### src/rtl/l2_refill_arbiter.sv
// Round-robin AR arbiter with a one-entry registered AR stage and index-routed R path for one L2 channel.
// Define CACHEPOOL_L2ARB_CREDIT_EN to add per-master in-flight burst counters capped at MaxOutstanding.
module l2_refill_arbiter #(
  parameter int NumMst         = 5,
  parameter int IdInWidth      = 2,
  parameter int AddrWidth      = 32,
  parameter int DataWidth      = 128,
  parameter int MaxOutstanding = 4,
  parameter int SelWidth       = $clog2(NumMst)
) (
  input  logic                                  clk_i,
  input  logic                                  rst_ni,
  input  logic [NumMst-1:0]                     mst_ar_valid_i,
  output logic [NumMst-1:0]                     mst_ar_ready_o,
  input  logic [NumMst-1:0][AddrWidth-1:0]      mst_ar_addr_i,
  input  logic [NumMst-1:0][IdInWidth-1:0]      mst_ar_id_i,
  input  logic [NumMst-1:0][7:0]                mst_ar_len_i,
  output logic [NumMst-1:0]                     mst_r_valid_o,
  input  logic [NumMst-1:0]                     mst_r_ready_i,
  output logic [DataWidth-1:0]                  mst_r_data_o,
  output logic [IdInWidth-1:0]                  mst_r_id_o,
  output logic [1:0]                            mst_r_resp_o,
  output logic                                  mst_r_last_o,
  output logic                                  slv_ar_valid_o,
  input  logic                                  slv_ar_ready_i,
  output logic [AddrWidth-1:0]                  slv_ar_addr_o,
  output logic [IdInWidth+SelWidth-1:0]         slv_ar_id_o,
  output logic [7:0]                            slv_ar_len_o,
  input  logic                                  slv_r_valid_i,
  output logic                                  slv_r_ready_o,
  input  logic [DataWidth-1:0]                  slv_r_data_i,
  input  logic [IdInWidth+SelWidth-1:0]         slv_r_id_i,
  input  logic [1:0]                            slv_r_resp_i,
  input  logic                                  slv_r_last_i,
  output logic                                  idle_o,
  output logic                                  err_o
);
  localparam int IdOutWidth = IdInWidth + SelWidth;

  // Handshakes: a beat transfers on a rising edge where valid and ready are both high;
  // a valid source holds its payload stable until that edge, and ready never gates valid.
  typedef enum logic {EMPTY = 1'b0, FULL = 1'b1} stage_e;

  stage_e                state_q, state_d;
  logic [SelWidth-1:0]   ptr_q;
  logic [SelWidth-1:0]   win, cand;
  logic [SelWidth:0]     wide;
  logic                  found, can_load, grant;
  logic [NumMst-1:0]     eligible;
  logic [AddrWidth-1:0]  addr_q;
  logic [IdOutWidth-1:0] id_q;
  logic [7:0]            len_q;
  logic [SelWidth-1:0]   r_sel;
  logic                  r_ok;

  assign can_load = (state_q == EMPTY) || slv_ar_ready_i;
  assign grant    = rst_ni && can_load && found;

  always_comb begin
    found = 1'b0;
    win   = '0;
    wide  = '0;
    cand  = '0;
    for (int i = 0; i < NumMst; i++) begin
      wide = {1'b0, ptr_q} + (SelWidth+1)'(i);
      if (wide >= (SelWidth+1)'(NumMst)) wide = wide - (SelWidth+1)'(NumMst);
      cand = wide[SelWidth-1:0];
      if (!found && eligible[cand]) begin
        found = 1'b1;
        win   = cand;
      end
    end
  end

  always_comb begin
    mst_ar_ready_o = '0;
    if (grant) mst_ar_ready_o[win] = 1'b1;
  end

  always_comb begin
    state_d = state_q;
    if (grant)               state_d = FULL;
    else if (slv_ar_ready_i) state_d = EMPTY;
  end

  always_ff @(posedge clk_i) begin
    if (!rst_ni) begin
      state_q <= EMPTY;
      ptr_q   <= '0;
    end else begin
      state_q <= state_d;
      if (grant) ptr_q <= (win == SelWidth'(NumMst - 1)) ? '0 : win + 1'b1;
    end
  end

  // Payload needs no reset: it is only observed while the stage is FULL.
  always_ff @(posedge clk_i) begin
    if (grant) begin
      addr_q <= mst_ar_addr_i[win];
      id_q   <= {win, mst_ar_id_i[win]};
      len_q  <= mst_ar_len_i[win];
    end
  end

  assign slv_ar_valid_o = (state_q == FULL);
  assign slv_ar_addr_o  = addr_q;
  assign slv_ar_id_o    = id_q;
  assign slv_ar_len_o   = len_q;

  assign r_sel = slv_r_id_i[IdOutWidth-1 -: SelWidth];
  assign r_ok  = int'(r_sel) < NumMst;

  // Beats carrying an index with no master behind it are swallowed so the channel never stalls.
  always_comb begin
    mst_r_valid_o = '0;
    slv_r_ready_o = 1'b1;
    if (r_ok) begin
      mst_r_valid_o[r_sel] = slv_r_valid_i;
      slv_r_ready_o        = mst_r_ready_i[r_sel];
    end
  end

  assign mst_r_data_o = slv_r_data_i;
  assign mst_r_id_o   = slv_r_id_i[IdInWidth-1:0];
  assign mst_r_resp_o = slv_r_resp_i;
  assign mst_r_last_o = slv_r_last_i;
  assign err_o        = rst_ni && slv_r_valid_i && !r_ok;

`ifdef CACHEPOOL_L2ARB_CREDIT_EN
  localparam int CntWidth = $clog2(MaxOutstanding + 1);

  logic [NumMst-1:0][CntWidth-1:0] cnt_q;
  logic [NumMst-1:0]               inc, dec;
  logic                            r_done;

  assign r_done = slv_r_valid_i && slv_r_ready_o && slv_r_last_i && r_ok;

  always_comb begin
    eligible = '0;
    inc      = '0;
    dec      = '0;
    for (int k = 0; k < NumMst; k++)
      eligible[k] = mst_ar_valid_i[k] && (cnt_q[k] < CntWidth'(MaxOutstanding));
    if (grant)  inc[win]   = 1'b1;
    if (r_done) dec[r_sel] = 1'b1;
  end

  // Saturating at zero absorbs last beats of bursts issued before a reset.
  always_ff @(posedge clk_i) begin
    if (!rst_ni) begin
      cnt_q <= '0;
    end else begin
      for (int k = 0; k < NumMst; k++) begin
        if (inc[k] && !dec[k])                        cnt_q[k] <= cnt_q[k] + 1'b1;
        else if (dec[k] && !inc[k] && cnt_q[k] != '0) cnt_q[k] <= cnt_q[k] - 1'b1;
      end
    end
  end

  assign idle_o = (state_q == EMPTY) && (cnt_q == '0);
`else
  assign eligible = mst_ar_valid_i;
  assign idle_o   = !slv_ar_valid_o;
`endif

endmodule
### config.mk
export PLATFORM = sky130hd
export DESIGN_NAME = l2_refill_arbiter
export DESIGN_NICKNAME = d
export VERILOG_FILES = /design/src/rtl/l2_refill_arbiter.sv
export SDC_FILE = /design/constraint.sdc
export NUM_CORES = 1
export LEC_CHECK = 0
export CAP_MARGIN = 20
export CORE_AREA = 2 2 216 218
export DETAILED_ROUTE_END_ITERATION = 7
export DIE_AREA = 0 0 218 220
export GPL_ROUTABILITY_DRIVEN = 0
export HOLD_SLACK_MARGIN = 0.15
export PLACE_DENSITY = 0.42
export SYNTH_ARGS = -nofsm -noshare
export SYNTH_HDL_FRONTEND = slang
export SYNTH_SLANG_ARGS = --single-unit
### constraint.sdc
create_clock -name clk_i -period 12.3 [get_ports clk_i]
set_input_delay 2.46 -clock clk_i [delete_from_list [all_inputs] [get_ports clk_i]]
set_output_delay 2.46 -clock clk_i [all_outputs]
set_load 0.005 [all_outputs]
==> flow_summary.yaml, run 1 <==
clocking:
  post_cts_hold_buffer_count: 0
  cts.sink_count: 49
  cts_resized: 0
  cts_buffers: 5
  clk_pin_slew_worst_paths_ps: 80
  clock-root-buffer: "clkbuf_16"
  cts_post_setup_buffers_inserted: 0
  clk_latency_ps: 310
  cts_tree: "done"
  cts_buffer_depth: 2
  h-tree-depth: 2
yosys:
  synth_warnings: 0
  synthTopCellsByArea: "edfxtp_1 (25%), buf_4 (19%), mux2i_1 (17%), o221ai_1 (6.9%), nand2_1 (4.0%)"
  yosysTopAreaCellShare: 0.255
  synth_common_cells: "buf_4 (135), mux2i_1 (91), nand2_1 (57)"
  asyncSetResetFlopFracSynth: 0
  post-synth-top-area-cell: "edfxtp_1"
  sequential_fraction_of_the_synthesis_area: 0.270
  yosysUniqueCellTypes: 68
  synth_area_per_cell_um2: 9.35
  postSynthNetCount: 937
  syn_area_um2: 5310
  cell_count_after_synthesis: 568
  synth.most_common_cell: "buf_4"
  most_frequently_used_flop_master_after_synthesis: "edfxtp_1"
  synth_enable_flop_cells: 45
  ys_seq_elements: 49
place:
  dp.final_hpwl_mm: 20.9
  port-buffer-count: 285
global_route:
  grt_pass1_vias: 4848
  grt_remaining_overflow: 0
  wire_length_of_the_first_global_routing_pass_mm: 34.3
  antenna_found_initial: 1
  overall_routing_resource_usage: 0.0990
  grt_max_degree: 46
sta:
  max_freq_ghz: 0.112
  fin_hold_ws_ps: 726
  fin_setup_tns_ps: 0
  grt_setup_unrepaired: "no"
  slew_viol_final: 0
  timing_hold_violations_final: 0
  timing.slew.headroom: 0.455
  min_period_over_period: 0.724
  skew_ps: 7.89
  finalWorstPathRequiredPeriod_ps: 8910
  tightest_slew_ps: 818
  setup_viol: 0
detailed_routing:
  wl_met2_mm: 13.3
  dr.pass1.iters: 4
  detailedRoute.firstIterationViolations: 284
  routed_wl_mm: 25.7
  ant_nets: 0
  routed_via_density: 3.66
  dr_total_vias: 4797
  wire_length_the_detailed_router_placed_on_met1_mm: 8.46
  wl_cell_um: 19.6
  topRoutingLayerUsed: "met4"
  detail_route.drc_violations: 0
  wl_met3_mm: 3.04
floorplan:
  dieArea_um2: 48000
  core_area_um2: 45900
  floorplan.initialDensity: 0.116
  die_h_um: 220
  io-pin-count: 552
  floorplan.die.width_um: 218
  placement_rows: 79
setup_path:
  critPathKind: "input port to output pin"
  cpMaxStageDelayCell: "clkdlybuf4s50_1"
  worst_setup_path_start_kind: "input port"
  crit_chain: "clkdlybuf4s50_1 > mux4_2 > mux2_2 > nand2_1 > nand2b_2 > nor2_2 > nand2_1 > o2bb2ai_4 > buf_4 > nand3_2 > buf_4 > nor3_1 > clkdlybuf4s50_1"
  worst_path_largest_cell_delay_ps: 590
  maximum_fanout_along_the_worst_path: 45
  endpoint_kind: "output pin"
  reg2reg_slack_ps: 6720
  arrival_ps: 6450
  worst_ep_required_time_ps: 9840
layout:
  area_of_combinational_cells_with_multiple_inputs_um2: 2640
  synthesis_to_finish_area_growth_pct: 50.3
  seqCellArea_um2: 1430
  antenna-diode-count: 0
  design.final.nets: 1072
  n_fill_cell: 5130
  drive_gt1_frac: 0.0582
power:
  pwr-share-seq: 0.157
  fraction_of_power_consumed_by_the_clock_network: 0.071
  total_leakage_power_nw: 2.94
  power.share.combinational: 0.773
  irDropWorstVdd_v: 0.000299
  pwrdens_nw_per_um2: 345
  power.share.switching: 0.469
  cellInternalPower_mw: 1.46
  switching_power_mw: 1.29
hold_path:
  worstHoldPathType: "register to register"
run:
  cap_viol_max_count: 0
status:
  run_status: "completed"
==> area by class of cell <==
class	count	share of cell area
repair buffers	292	0.364
inverters	14	0.00659
well taps	607	0.0952
multi-input cells	341	0.330
clock buffers	5	0.0157
clock inverters	3	0.00863
flip-flops and latches	49	0.179
==> cells in the final DEF (no fill, tap or decap), types with 3 or more instances in the layout <==
master | Yosys | layout
clkbuf_16 | 0 | 5
o221ai_1 | 42 | 42
nand2_1 | 57 | 56
inv_2 | 2 | 3
a211oi_1 | 5 | 5
o21ai_0 | 8 | 8
edfxtp_1 | 45 | 45
or3_1 | 3 | 3
nor3b_1 | 4 | 4
inv_1 | 12 | 11
o22ai_1 | 3 | 3
nand2b_1 | 8 | 8
a31oi_1 | 3 | 3
clkdlybuf4s50_1 | 0 | 285
ha_1 | 8 | 8
nor3_1 | 11 | 11
xnor2_1 | 4 | 4
mux2i_1 | 91 | 91
nor2_1 | 21 | 21
and2_1 | 4 | 4
nor2b_1 | 5 | 5
dfxtp_1 | 4 | 4
buf_4 | 135 | 7
a21oi_1 | 12 | 12
==> registers in the layout, indices dropped and copies added (netlist names) <==
signal	count
slv_ar_valid_o	1
ptr_q	3
slv_ar_id_o	5
slv_ar_addr_o	32
slv_ar_len_o	8
==> logic make-up (layout without fill, tap and decap cells) <==
group | Yosys count | in the layout | share of synthesized area
fa+ha+maj | 9 | 9 | 0.0226
mux | 95 | 95 | 0.184
buf+inv | 178 | 314 | 0.235
simple gates | 127 | 127 | 0.114
flops | 49 | 49 | 0.270
xor+xnor | 5 | 5 | 0.00825
compound gates | 105 | 105 | 0.166
==> metrics by stage <==
| stage | cell area (um2) | utilization | setup slack (ps) | power, mW | std cells |
|---|---|---|---|---|---|
| finish | 7980 | 0.174 | 3390 | 2.75 | 1311 |
| global route | 7980 | 0.174 | 3090 | 2.99 | 1311 |
| CTS | 7980 | 0.174 | 3340 | 2.85 | 1311 |
| detailed placement | 7780 | 0.170 | 3340 | 2.64 | 1303 |
| global placement | 7780 | 0.170 | 3400 | 2.64 | 1303 |
| floorplan | 5310 | - | 5130 | 2.00 | 568 |
==> per-layer routing <==
layer | vias to the layer above | GRT usage
met1 | 2183 | 0.0955
li1 | 2214 | -
met4 | 0 | 0.0429
met5 | - | 0
met2 | 323 | 0.187
met3 | 77 | 0.0377
==> worst max-delay path: cells and delay by family <==
kind                   cells  cell delay [ps]
AO/OA/AOI/OAI              1              150
multiplexers               2              820
buffers and inverters      4             1910
AND/OR/NAND/NOR            6             1040
==> worst paths after layout <==
check               startpoint           endpoint  cells after the start
max          mst_ar_valid_i[0]  mst_ar_ready_o[1]                     13
min             slv_ar_valid_o     slv_ar_valid_o                      2
max reg2reg           ptr_q[1]  slv_ar_addr_o[28]                     13
min reg2reg     slv_ar_valid_o     slv_ar_valid_o                      2
==> power groups by stage <==
stage	Combinational [mW]	Sequential (mW)	Clock, mW
after detailed placement	2.21	0.437	0
after floorplan	1.56	0.439	0
after global placement	2.20	0.436	0
after global routing	2.34	0.441	0.210
final	2.13	0.431	0.194
after CTS	2.21	0.433	0.209
Note: power is estimated with default switching activity, not from simulation.
==> run 2: changes to the inputs <==
--- a/config.mk
+++ b/config.mk
@@ -11,7 +11,7 @@
 export DIE_AREA = 0 0 218 220
 export GPL_ROUTABILITY_DRIVEN = 0
 export HOLD_SLACK_MARGIN = 0.15
-export PLACE_DENSITY = 0.42
+export PLACE_DENSITY = 0.43
 export SYNTH_ARGS = -nofsm -noshare
 export SYNTH_HDL_FRONTEND = slang
 export SYNTH_SLANG_ARGS = --single-unit
==> constraint.sdc (replaced) <==
create_clock -name clk_i -period 8 [get_ports clk_i]
set_input_delay 1.6 -clock clk_i [delete_from_list [all_inputs] [get_ports clk_i]]
set_output_delay 1.6 -clock clk_i [all_outputs]
set_load 0.005 [all_outputs]
==> run 2 against run 1 <==
  * Utilization fell by 0.060 points
  * Via count rose by 0.69%
  * Register-to-register slack got worse by 4000 ps
  * Sequential power rose by 54%
==> flow_summary.yaml, run 2 (synthesis results as in run 1) <==
setup_path:
  endpoint_kind: "output pin"
  worst_ep_required_time_ps: 6400
  worst_setup_path_start_kind: "input port"
  arrival_ps: 5600
  worstRegToRegCells: 14
  maximum_fanout_along_the_worst_path: 15
  critPathKind: "input port to output pin"
clocking:
  clk_latency_ps: 310
  cts_buffers: 5
  post_cts_hold_buffer_count: 0
  clock-root-buffer: "clkbuf_16"
  cts_buffer_depth: 2
  clk_pin_slew_worst_paths_ps: 80
  cts_post_setup_buffers_inserted: 0
  cts_resized: 0
  cts_tree: "done"
  cts.sink_count: 49
  h-tree-depth: 2
sta:
  min_period_over_period: 0.900
  timing_hold_violations_final: 0
  finalWorstPathRequiredPeriod_ps: 7200
  fin_setup_tns_ps: 0
  tightest_slew_ps: 847
  skew_ps: 16.0
  timing.slew.headroom: 0.435
  grt_setup_unrepaired: "no"
  max_freq_ghz: 0.139
  setup_viol: 0
  slew_viol_final: 0
power:
  power.share.combinational: 0.781
  fraction_of_power_consumed_by_the_clock_network: 0.062
  cellInternalPower_mw: 2.21
  power.share.switching: 0.475
  pwr-share-seq: 0.157
  pwrdens_nw_per_um2: 531
  switching_power_mw: 2.01
  total_leakage_power_nw: 2.92
  irDropWorstVdd_v: 0.000370
detailed_routing:
  detailedRoute.firstIterationViolations: 202
  ant_nets: 0
  dr.pass1.iters: 4
  detail_route.drc_violations: 0
  routed_wl_mm: 27.0
  wire_length_the_detailed_router_placed_on_met1_mm: 8.81
  wl_cell_um: 20.6
  topRoutingLayerUsed: "met5"
  dr_total_vias: 4830
  wl_met3_mm: 3.37
  routed_via_density: 3.68
  wl_met2_mm: 14.0
global_route:
  grt_remaining_overflow: 0
  grt_max_degree: 51
  overall_routing_resource_usage: 0.104
  wire_length_of_the_first_global_routing_pass_mm: 35.6
  antenna_found_initial: 1
  grt_pass1_vias: 4861
layout:
  n_fill_cell: 5125
  most-common-layout-cells: "clkdlybuf4s50_1 (285), mux2i_1 (91), nand2_1 (56)"
  largest_register_ffs: 32
  drive_gt1_frac: 0.0568
  final_instance_area_um2: 7950
  utilization: 0.173
  final_common_cell: "clkdlybuf4s50_1"
  antenna-diode-count: 0
  design.final.nets: 1072
  synthesis_to_finish_area_growth_pct: 49.8
hold_path:
  worstHoldPathType: "register to register"
  min_path_cells: 2
place:
  dpl-instance-area_um2: 7780
  dp.final_hpwl_mm: 22.3
  port-buffer-count: 285
floorplan:
  placement_rows: 79
  die_h_um: 220
  io-pin-count: 552
  core_area_um2: 45900
  dieArea_um2: 48000
  floorplan.die.width_um: 218
  floorplan.initialDensity: 0.116
status:
  run_status: "completed"
run:
  cap_viol_max_count: 0
-- run 2: cell types whose count changed in the layout (fill, tap and decap cells not counted), sizes merged --
cell      previous run  this run
clkinvlp             0         1
inv                 15        14
bufinv               2         1
clkinv               0         1
-- run 2: power by group through the flow --
stage	logic (mW)	clock network, mW	registers, mW
after floorplan	2.40	0	0.675
after global placement	3.39	0	0.671
after detailed placement	3.38	0	0.674
after CTS	3.39	0.275	0.669
after global routing	3.60	0.279	0.680
final	3.29	0.260	0.664
-- run 2: per-layer routing --
layer,GRT usage,vias up
met4,0.0406,2
met5,0,-
met1,0.0981,2184
met2,0.194,341
li1,-,2224
met3,0.0465,79
-- run 2: area by class of cell --
type                       instances  area [um2]  share of cell area
timing repair buffer             292        2910               0.365
tap                              607         759              0.0955
multi-input combinational        341        2640               0.331
clock inverter                     3        41.3             0.00519
clock buffer                       5         125              0.0157
sequential                        49        1430               0.180
inverter                          14        52.6             0.00661
-- run 2: critical path, stage by stage --
cell,delay [ps]
clkdlybuf4s50_1,590
mux4_2,550
mux2_2,280
nand2_1,170
nand2b_2,100
nor2_2,210
nand2_1,180
o2bb2ai_4,510
inv_2,100
or3_1,420
nor2_1,300
clkdlybuf4s50_1,570
-- run 2: path summary, 6_finish.rpt --
path,startpoint,endpoint,slack [ps]
worst min-delay path,slv_ar_valid_o,slv_ar_valid_o,690
worst max-delay path,mst_ar_valid_i[1],mst_ar_ready_o[2],800
worst max register to register,ptr_q[1],slv_ar_len_o[4],2680
worst min register to register,slv_ar_valid_o,slv_ar_valid_o,690
-- run 2: metrics by stage --
stage                     setup slack [ps]  std cells  power [mW]  hold WS, ps
after floorplan                       2550        568        3.08          546
after global placement                 870       1303        4.06          749
after detailed placement               758       1303        4.06          725
after CTS                              745       1311        4.34          742
after global routing                   580       1311        4.55          781
final                                  797       1311        4.22          691
==> run 3: changes to the inputs <==
--- a/config.mk
+++ b/config.mk
@@ -15,3 +15,4 @@
 export SYNTH_ARGS = -nofsm -noshare
 export SYNTH_HDL_FRONTEND = slang
 export SYNTH_SLANG_ARGS = --single-unit
+export TNS_END_PERCENT = 100
==> results of run 3 <==
The final DEF is identical to that of run 2; final timing and power are the same.
